[config.mk]
export PLATFORM = sky130hd
export DESIGN_NAME = dotproduct_stream_flat
export DESIGN_NICKNAME = d
export VERILOG_FILES = /design/src/rtl/dotproduct_stream_pkg.sv /design/src/rtl/dotproduct_stream_if.sv /design/src/rtl/dotproduct_stream_mac_unit.sv /design/src/rtl/dotproduct_stream.sv /design/src/flat_wrapper.sv
export SDC_FILE = /design/constraint.sdc
export NUM_CORES = 1
export LEC_CHECK = 0
export ABC_CLOCK_PERIOD_IN_PS = 5300
export CAP_MARGIN = 30
export CORE_MARGIN = 1.5
export CORE_UTILIZATION = 25
export CTS_BUF_LIST = sky130_fd_sc_hd__clkbuf_8
export DETAILED_ROUTE_END_ITERATION = 12
export HOLD_SLACK_MARGIN = 0.12
export SLEW_MARGIN = 20
export SYNTH_ARGS = -nofsm -noshare
export SYNTH_HDL_FRONTEND = slang
export SYNTH_SLANG_ARGS = --single-unit
[constraint.sdc]
create_clock -name clk -period 5.3 [get_ports clk]
set_clock_uncertainty 0.1 [all_clocks]
set_input_delay 0.795 -clock clk [delete_from_list [all_inputs] [get_ports clk]]
set_output_delay 0.795 -clock clk [all_outputs]
set_load 0.02 [all_outputs]
[src/rtl/dotproduct_stream_pkg.sv]
// dotproduct_pkg: shared widths, state encoding and accumulator limits for dotproduct_stream.
// Widths come from the `N, `DATA_WIDTH and `ACC_WIDTH macros. The defaults below apply
// when those macros are not set on the command line.
`ifndef N
`define N 4
`endif
`ifndef DATA_WIDTH
`define DATA_WIDTH 8
`endif
`ifndef ACC_WIDTH
`define ACC_WIDTH 20
`endif
package dotproduct_pkg;
    localparam int N          = `N;
    localparam int DATA_WIDTH = `DATA_WIDTH;
    localparam int ACC_WIDTH  = `ACC_WIDTH;
    localparam int IDX_WIDTH  = $clog2(N) + 1;
    localparam logic signed [ACC_WIDTH-1:0] ACC_MAX = {1'b0, {(ACC_WIDTH-1){1'b1}}};
    localparam logic signed [ACC_WIDTH-1:0] ACC_MIN = {1'b1, {(ACC_WIDTH-1){1'b0}}};
    typedef enum logic {ACCUM, OUTPUT} state_t;
endpackage

[src/rtl/dotproduct_stream_if.sv]
// dotproduct_stream_if: weight load, activation stream and result stream of dotproduct_stream.
// The master modport drives w_load, w_in, x_valid, x_data and dp_ready.
// The slave modport drives x_ready, dp_valid, dp and idx, plus sat when DOTPRODUCT_STREAM_SAT_EN is defined.
interface dotproduct_stream_if;
    import dotproduct_pkg::*;
    logic                          w_load;
    logic [N*DATA_WIDTH-1:0]       w_in;
    logic                          x_valid;
    logic                          x_ready;
    logic signed [DATA_WIDTH-1:0]  x_data;
    logic                          dp_valid;
    logic                          dp_ready;
    logic signed [ACC_WIDTH-1:0]   dp;
    logic [IDX_WIDTH-1:0]          idx;
`ifdef DOTPRODUCT_STREAM_SAT_EN
    logic                          sat;
`endif
    modport master (
        output w_load, w_in, x_valid, x_data, dp_ready,
`ifdef DOTPRODUCT_STREAM_SAT_EN
        input  sat,
`endif
        input  x_ready, dp_valid, dp, idx
    );
    modport slave (
        input  w_load, w_in, x_valid, x_data, dp_ready,
`ifdef DOTPRODUCT_STREAM_SAT_EN
        output sat,
`endif
        output x_ready, dp_valid, dp, idx
    );
endinterface

[src/rtl/dotproduct_stream_mac_unit.sv]
// mac_unit: combinational signed multiply-accumulate step (i_acc + i_x*i_w).
// Ports: i_x and i_w are the operands, i_acc is the addend, o_sum is the new sum,
// and o_sat flags a clipped step. o_sat exists only when DOTPRODUCT_STREAM_SAT_EN is defined.
module mac_unit
    import dotproduct_pkg::*;
(
    input  logic signed [DATA_WIDTH-1:0] i_x,
    input  logic signed [DATA_WIDTH-1:0] i_w,
    input  logic signed [ACC_WIDTH-1:0]  i_acc,
`ifdef DOTPRODUCT_STREAM_SAT_EN
    output logic                         o_sat,
`endif
    output logic signed [ACC_WIDTH-1:0]  o_sum
);
    logic signed [2*DATA_WIDTH-1:0] w_prod;
    assign w_prod = i_x * i_w;
`ifdef DOTPRODUCT_STREAM_SAT_EN
    // The sum is computed one bit wider than either operand so that overflow is visible before clipping.
    localparam int SUM_WIDTH = (ACC_WIDTH > 2*DATA_WIDTH ? ACC_WIDTH : 2*DATA_WIDTH) + 1;
    localparam logic signed [SUM_WIDTH-1:0] HI = SUM_WIDTH'(ACC_MAX);
    localparam logic signed [SUM_WIDTH-1:0] LO = SUM_WIDTH'(ACC_MIN);
    logic signed [SUM_WIDTH-1:0] w_full;
    assign w_full = SUM_WIDTH'(w_prod) + SUM_WIDTH'(i_acc);
    assign o_sat  = (w_full > HI) || (w_full < LO);
    assign o_sum  = w_full > HI ? ACC_MAX : w_full < LO ? ACC_MIN : w_full[ACC_WIDTH-1:0];
`else
    assign o_sum = ACC_WIDTH'(w_prod) + i_acc;
`endif
endmodule

[src/rtl/dotproduct_stream.sv]
// dotproduct_stream: element-serial dot product of a stored weight vector with an activation stream.
// Ports: clk is the clock. rst_n is a synchronous, active-low reset. bus is the slave side of dotproduct_stream_if.
// When DOTPRODUCT_STREAM_SAT_EN is defined, each step saturates and bus.sat reports any clip in the vector.
module dotproduct_stream
    import dotproduct_pkg::*;
(
    input  logic                    clk,
    input  logic                    rst_n,
    dotproduct_stream_if.slave      bus
);
    state_t                       r_state;
    logic signed [ACC_WIDTH-1:0]  r_acc;
    logic signed [ACC_WIDTH-1:0]  r_dp;
    logic [N*DATA_WIDTH-1:0]      r_w;
    logic [IDX_WIDTH-1:0]         r_idx;
    logic                         r_dp_valid;
    logic signed [ACC_WIDTH-1:0]  w_sum;
    logic signed [DATA_WIDTH-1:0] w_wsel;
    logic                         w_accept;
    logic                         w_last;
`ifdef DOTPRODUCT_STREAM_SAT_EN
    logic                         w_clip;
    logic                         r_vsat;
    logic                         r_sat;
    assign bus.sat = r_sat;
`endif
    // A weight load takes priority over an element arriving in the same cycle.
    assign bus.x_ready  = (r_state == ACCUM) && !bus.w_load;
    assign w_accept     = bus.x_valid && bus.x_ready;
    assign w_last       = r_idx == IDX_WIDTH'(N-1);
    assign w_wsel       = r_w[int'(r_idx)*DATA_WIDTH +: DATA_WIDTH];
    assign bus.dp       = r_dp;
    assign bus.dp_valid = r_dp_valid;
    assign bus.idx      = r_idx;
    mac_unit u_mac (
        .i_x   (bus.x_data),
        .i_w   (w_wsel),
        .i_acc (r_acc),
`ifdef DOTPRODUCT_STREAM_SAT_EN
        .o_sat (w_clip),
`endif
        .o_sum (w_sum)
    );
    always_ff @(posedge clk) begin
        if (!rst_n) begin
            r_state    <= ACCUM;
            r_acc      <= '0;
            r_idx      <= '0;
            r_dp_valid <= 1'b0;
            r_dp       <= '0;
            r_w        <= '0;
`ifdef DOTPRODUCT_STREAM_SAT_EN
            r_vsat     <= 1'b0;
            r_sat      <= 1'b0;
`endif
        end else begin
            if (bus.w_load && r_state == ACCUM && r_idx == '0)
                r_w <= bus.w_in;
            if (w_accept) begin
                r_acc <= w_last ? '0 : w_sum;
                r_idx <= w_last ? '0 : r_idx + 1'b1;
                if (w_last) begin
                    r_dp       <= w_sum;
                    r_dp_valid <= 1'b1;
                    r_state    <= OUTPUT;
                end
`ifdef DOTPRODUCT_STREAM_SAT_EN
                // The sticky per-vector flag is published with dp, and the published flag clears when the next vector starts.
                r_vsat <= w_last ? 1'b0 : r_vsat | w_clip;
                r_sat  <= w_last ? r_vsat | w_clip : (r_idx == '0 ? 1'b0 : r_sat);
`endif
            end else if (r_dp_valid && bus.dp_ready) begin
                r_dp_valid <= 1'b0;
                r_state    <= ACCUM;
            end
        end
    end
endmodule

[src/flat_wrapper.sv]
// flat-port wrapper written by rule: the top's interface ports become plain ports
module dotproduct_stream_flat import dotproduct_pkg::*;
  (clk, rst_n, bus_w_load, bus_w_in, bus_x_valid, bus_x_data, bus_dp_ready, bus_x_ready, bus_dp_valid, bus_dp, bus_idx);
  dotproduct_stream_if bus_i ();
  input  logic clk;
  input  logic rst_n;
  input wire logic [$bits(bus_i.w_load)-1:0] bus_w_load;
  input wire logic [$bits(bus_i.w_in)-1:0] bus_w_in;
  input wire logic [$bits(bus_i.x_valid)-1:0] bus_x_valid;
  input wire logic [$bits(bus_i.x_data)-1:0] bus_x_data;
  input wire logic [$bits(bus_i.dp_ready)-1:0] bus_dp_ready;
  output wire logic [$bits(bus_i.x_ready)-1:0] bus_x_ready;
  output wire logic [$bits(bus_i.dp_valid)-1:0] bus_dp_valid;
  output wire logic [$bits(bus_i.dp)-1:0] bus_dp;
  output wire logic [$bits(bus_i.idx)-1:0] bus_idx;
  assign bus_i.w_load = bus_w_load;
  assign bus_i.w_in = bus_w_in;
  assign bus_i.x_valid = bus_x_valid;
  assign bus_i.x_data = bus_x_data;
  assign bus_i.dp_ready = bus_dp_ready;
  assign bus_x_ready = bus_i.x_ready;
  assign bus_dp_valid = bus_i.dp_valid;
  assign bus_dp = bus_i.dp;
  assign bus_idx = bus_i.idx;
  dotproduct_stream u_core (.clk(clk), .rst_n(rst_n), .bus(bus_i));
endmodule
======== Word level (Yosys, flattened, before mapping) ========
Cells that the tools add are included.
word-level totals
  bits in registers ....................... 76
  bits in latches ......................... 0
  bits in writable memories ............... 0
  ROM bits ................................ 0
  bits of input ports ..................... 45
  output and inout bits ................... 25
  logic and storage cells ................. 27
  memories kept ........................... 0
cells by class
  $add $sub $neg .......................... 2
  multipliers ............................. 1
  divide/modulo/power cells ............... 0
  magnitude comparators ................... 0
  equality and inequality tests ........... 2
  shift-type cells ........................ 1
  mux-type cells .......................... 5
  bitwise operators ....................... 1
  reductions and logical operators ........ 10
operator list
  operator                                             count
  indexed part select 32 x 7 -> 8 bit                  1
  adder 16 x 20 -> 20 bit                              1
  2-to-1 mux 20 bit                                    1
  multiplier 8 x 8 -> 16 bit                           1
  logical AND 1 bit                                    5
  AND reduction 2 bit                                  2
  adder 3 x 1 -> 3 bit, second input constant          1
  equality test 3 x 2 -> 1 bit, second input constant  1
  zero test 3 bit                                      1
  2-to-1 mux 1 bit                                     3
  2-to-1 mux 3 bit                                     1
  != test 2 bit, second input constant                 1
  nonzero test 2 bit                                   1
  zero test 1 bit                                      1
  inverter 1 bit                                       1

======== Logic depth before layout (Yosys ltp) ========
  depth in word-level cells ............... 5
  depth in mapped cells ................... 22
  depth with buffers taken out ............ 20

======== Modules after synthesis ========
A second synthesis with hierarchy kept.
unflattened totals
  cell total of the unflattened synthesis .. 740
  area total of the unflattened synthesis .. 6857.8 um^2
by module, submodules not included
  module             instances  cells each  area an instance (um^2)  sequential area each (um^2)
  mac_unit           1          381         3604.7                   0.0
  dotproduct_stream  1          359         3253.1                   1521.5

======== Worst setup path before layout ========
No wires, ideal clock.
  kind .................................... reg2reg
  start ................................... register u_core.r_idx[1] (netlist: u_core.bus.idx[1])
  end ..................................... register u_core.r_dp[19] (netlist: u_core.bus.dp[19])
  library setup time ...................... 0.073 ns
  data arrival time ....................... 5.852 ns
  required time ........................... 5.127 ns
  setup slack ............................. -0.725 ns
  cell stages (with the launch flop) ...... 19
  buffers on the path ..................... 2
  clock period less this slack ............ 6.025 ns
  cell sequence ........................... dfxtp_1 clkbuf_1 mux4_2 nor2b_1 clkbuf_1 and2_1 fa_1 fa_1 fa_1 fa_1 fa_1 ha_1 a21oi_4 o211ai_2 a31oi_2 nand2_1 a31o_1 and3_4 nor3_2
between the ends
  longest elaborated chain between the ends .. 3
  elaborated cells between the ends (all ways) .. 5
  those cells by class .................... 1 x add/sub; 1 x mul; 1 x eq/ne; 1 x shift; 1 x reduce/logical
ends and longest elaborated chain
  item                                 line                              text
  start: declaration                   dotproduct_stream.sv:15           logic [IDX_WIDTH-1:0] r_idx;
  start signal: assignment             dotproduct_stream.sv:61           r_idx <= w_last ? '0 : r_idx + 1'b1;
  indexed part select 32 x 7 -> 8 bit  dotproduct_stream.sv:31           assign w_wsel = r_w[int'(r_idx)*DATA_WIDTH +: DATA_WIDTH];
  multiplier 8 x 8 -> 16 bit           dotproduct_stream_mac_unit.sv:16  assign w_prod = i_x * i_w;
  adder 16 x 20 -> 20 bit              dotproduct_stream_mac_unit.sv:27  assign o_sum = ACC_WIDTH'(w_prod) + i_acc;
  end signal: assignment               dotproduct_stream.sv:63           r_dp <= w_sum;
  end: declaration                     dotproduct_stream.sv:13           logic signed [ACC_WIDTH-1:0] r_dp;
Parallel ways exist; a longest one is shown, timed or not.
A chain may end at the register's enable or synchronous reset.

======== Worst setup path in the final report ========
  start ................................... register u_core.r_idx[0] (netlist: u_core.bus.idx[0])
  end ..................................... register u_core.r_dp[19] (netlist: u_core.bus.dp[19])
The elaborated chain is that of the path after synthesis.

==> metrics.md <==
| Metric | Value |
|---|---|
| NumNets Final | 1037 |
| Synth Register Bits | 76 |
| Total gr overflow | 0 |
| First-pass GRT wire length | 27500 um |
| Clk Latency, worst-skew pair | 0.37 ns |
| Residual DRC | 3 |
| Critical path type | reg2reg |
| Final hold violations | 0 |
| Failing checks | design-rule violations, negative setup slack |
| Register-to-register setup slack | -0.21 ns |
| CTS buffer count | 9 |
| Outcome | complete, but fails checks |
| Final setup fails | 19 |
| CTS tree | done |
| Total Wirelength | 16300 um |
| Final setup margin | -0.206 ns |
| Ant diodes | 0 |
| CP Launch Point | u_core.bus.idx[0] |
| Vias | 5092 |
| Hold EP | u_core.bus.dp[8] |
| Achievable clock frequency | 182 MHz |
| Clk buf depth | 2 |
| DIE WIDTH | 166 um |
| DP Worst Slack | -0.617 ns |
| Leak | 3.99 nW |
| Worst EP required | 5.48 ns |
| Sequential area share after synthesis | 22.8% |
| Min-delay src | u_core.bus.dp[8] |
| Post-synthesis cell area | 6680 um2 |
| Filler cells | 2667 |
| Placed cell area | 8350 um2 |
| CTS clk-pin slew, worst paths | 0.08 ns |
| Synth warn | 0 |
| FP Rows | 59 |
| Hold Buf Count CTS | 0 |
| Synth top area cells | fa_1, dfxtp_1, ha_1, nand2_1, inv_1 |
| Final core utilization | 35.5% |
| Mean Syn Cell Area | 9.27 um2 |
| Clock Sinks | 76 |
| Worst Hold Depth | 2 |
| Max Fanout on Critical Path | 6 |
| Post-synth EDFFs | 0 |
| Critical path launch point type | flip-flop |
| Die height | 166 um |
| Final Wtd Congestion | 0.793 |
| RSZ-0062 raised after global routing | yes |
| Final Max Tran Viols | 0 |
| Worst min path class | reg2reg |
| Drt pass-1 iters | 8 |
| Antenna Nets Post-Route | 0 |
| Port Buffers | 69 |
| Reg2reg start | u_core.bus.idx[0] |
| Fin area | 9270 um2 |
| Detailed Place HPWL | 12800 um |
| Most frequent cell after synthesis | nand2_1 |
| R2R Path End | u_core.bus.dp[19] |
| Worst Path Arrival | 5.69 ns |
| Maximum VDD drop | 0.000199 V |
| Largest net degree at the start of global routing | 77 |
| Max Cap Viol | 0 |
| Synth cell count leaders | nand2_1, inv_1, fa_1, dfxtp_1, ha_1 |
| Pwr Density | 353 nW/um2 |
| Initial antenna violation count | 0 |
| Boundary Pins | 70 |
| Synth-to-layout area growth | 38.7% |
| Starting Density | 25.6% |
| Yosys top cell area share | 26.4% |
| Fraction of layout cells with a size suffix above 1 | 25.1% |
| Pin slew with the least headroom to its limit | 0.862 ns |
| Cell count after synthesis | 720 |
| H-tree levels | 3 |
| Drt via density | 4.26 |
| WL per Instance | 13.6 um |
| Post-synth top flop | dfxtp_1 |
| Crit. End Element | flip-flop |
| Syn_nets | 901 |
| R2R depth | 17 |
| Slew headroom | 42.4% |
| Setup TNS | -2.04 ns |
| Initial DRC Count | 166 |
| Ys async rst share | 0% |
| Min cycle time layout | 5.51 ns |
| Root Buffer | clkbuf_8 |
| Synth area leader | fa_1 |
| Period Utilization, post-route | 104% |
| Core Footprint | 26100 um2 |
| All-Layer GR Usage | 12.3% |
| Synth cell types | 51 |
| Die area | 27700 um2 |
| Number of global-route vias before repair | 5326 |
[report_power, final]
part | internal, mW | switching (mW)
combinational | 1.08 | 1.05
sequential | 0.619 | 0.0433
clock | 0.225 | 0.249
[stage by stage]
step | cells | hold slack, ns | total power [mW]
2_1_floorplan | 720 | 0.338 | 1.83
3_3_place_gp | 1156 | 0.340 | 2.31
3_5_place_dp | 1157 | 0.350 | 2.32
4_1_cts | 1185 | 0.365 | 3.07
5_1_grt | 1196 | 0.387 | 3.55
6_report | 1196 | 0.362 | 3.27
[cell families after synthesis]
logic type | Yosys count | share of synthesized area [%]
buf+inv | 134 | 7.68
mux | 8 | 2.70
fa+ha+maj | 136 | 35.4
flops | 76 | 22.8
xor+xnor | 22 | 2.89
compound gates | 112 | 12.5
simple gates | 232 | 16.1
[sequential cells by signal (all words and copies together) (netlist names)]
signal               flops
u_core.bus.dp_valid      1
u_core.bus.idx           3
u_core.r_w              32
u_core.bus.dp           20
u_core.r_acc            20
[placed cells by master, fill, tap and decap left out, types with 4 or more instances in the layout]
cell type,count
nand2_1,136
inv_1,96
fa_1,79
dfxtp_1,74
clkdlybuf4s50_1,67
buf_4,65
a21boi_0,41
ha_1,26
and2_1,24
ha_4,21
nor2b_1,15
buf_6,13
a22oi_1,11
inv_2,9
nor2_1,9
xnor2_1,9
fa_2,9
clkbuf_8,9
mux4_2,8
and2_4,8
xor2_1,8
o21ai_1,7
nor2b_4,6
a21boi_1,6
o21ai_0,6
nand2_2,5
a21oi_4,5
buf_12,5
nand2_4,4
a21oi_2,4
nor2_2,4
a21oi_1,4
[worst max path at each step]
| stage | endpoint | slack (ns) | depth (start not counted) |
|---|---|---|---|
| 5_1_grt | u_core.bus.dp[19] | -0.36 | 21 |
| 4_1_cts | u_core.bus.dp[19] | -0.23 | 19 |
| 6_report | u_core.bus.dp[19] | -0.21 | 17 |
| 3_5_place_dp | u_core.bus.dp[19] | -0.62 | 16 |
| 3_3_place_gp | u_core.bus.dp[16] | -0.52 | 18 |
| 2_1_floorplan | u_core.bus.dp[19] | -0.06 | 19 |
[critical path, stage by stage (launching register included)]
cell and delay (ns):
dfxtp_4 0.38, buf_6 0.12, mux4_2 0.50, nor2b_4 0.16, and2_4 0.22, fa_1 0.48, fa_1 0.51, fa_1 0.60
fa_1 0.46, fa_2 0.57, ha_4 0.23, o211ai_4 0.09, o211ai_4 0.13, a31oi_4 0.26, nand2_1 0.09, a31o_1 0.25
and3_4 0.19, nor3_2 0.10
[cell type report]
type                       instances  area, um2  area share, %
clock buffer                       9        124           1.34
clock inverter                     7       82.6          0.891
inverter                         106        400           4.32
multi-input combinational        510       5270           56.9
sequential                        76       1530           16.5
tap                              335        419           4.52
timing repair buffer             153       1440           15.5
[layer usage]
metal / global-route usage [%] / wire [um] / vias up
li1: - / - / 2547
met1: 18.1 / 8110 / 2476
met2: 19.0 / 7540 / 60
met3: 1.47 / 497 / 9
met4: 2.89 / 162 / 0
met5: 0 / 0 / -
[repair_timing]
action	in CTS	in global routing
pin swaps	58	52
endpoints found under the setup margin	24	24
resized for setup	55	58
buffers inserted	12	10
hold endpoints to repair	0	0
No activity file was read; power rests on OpenSTA's default activity.
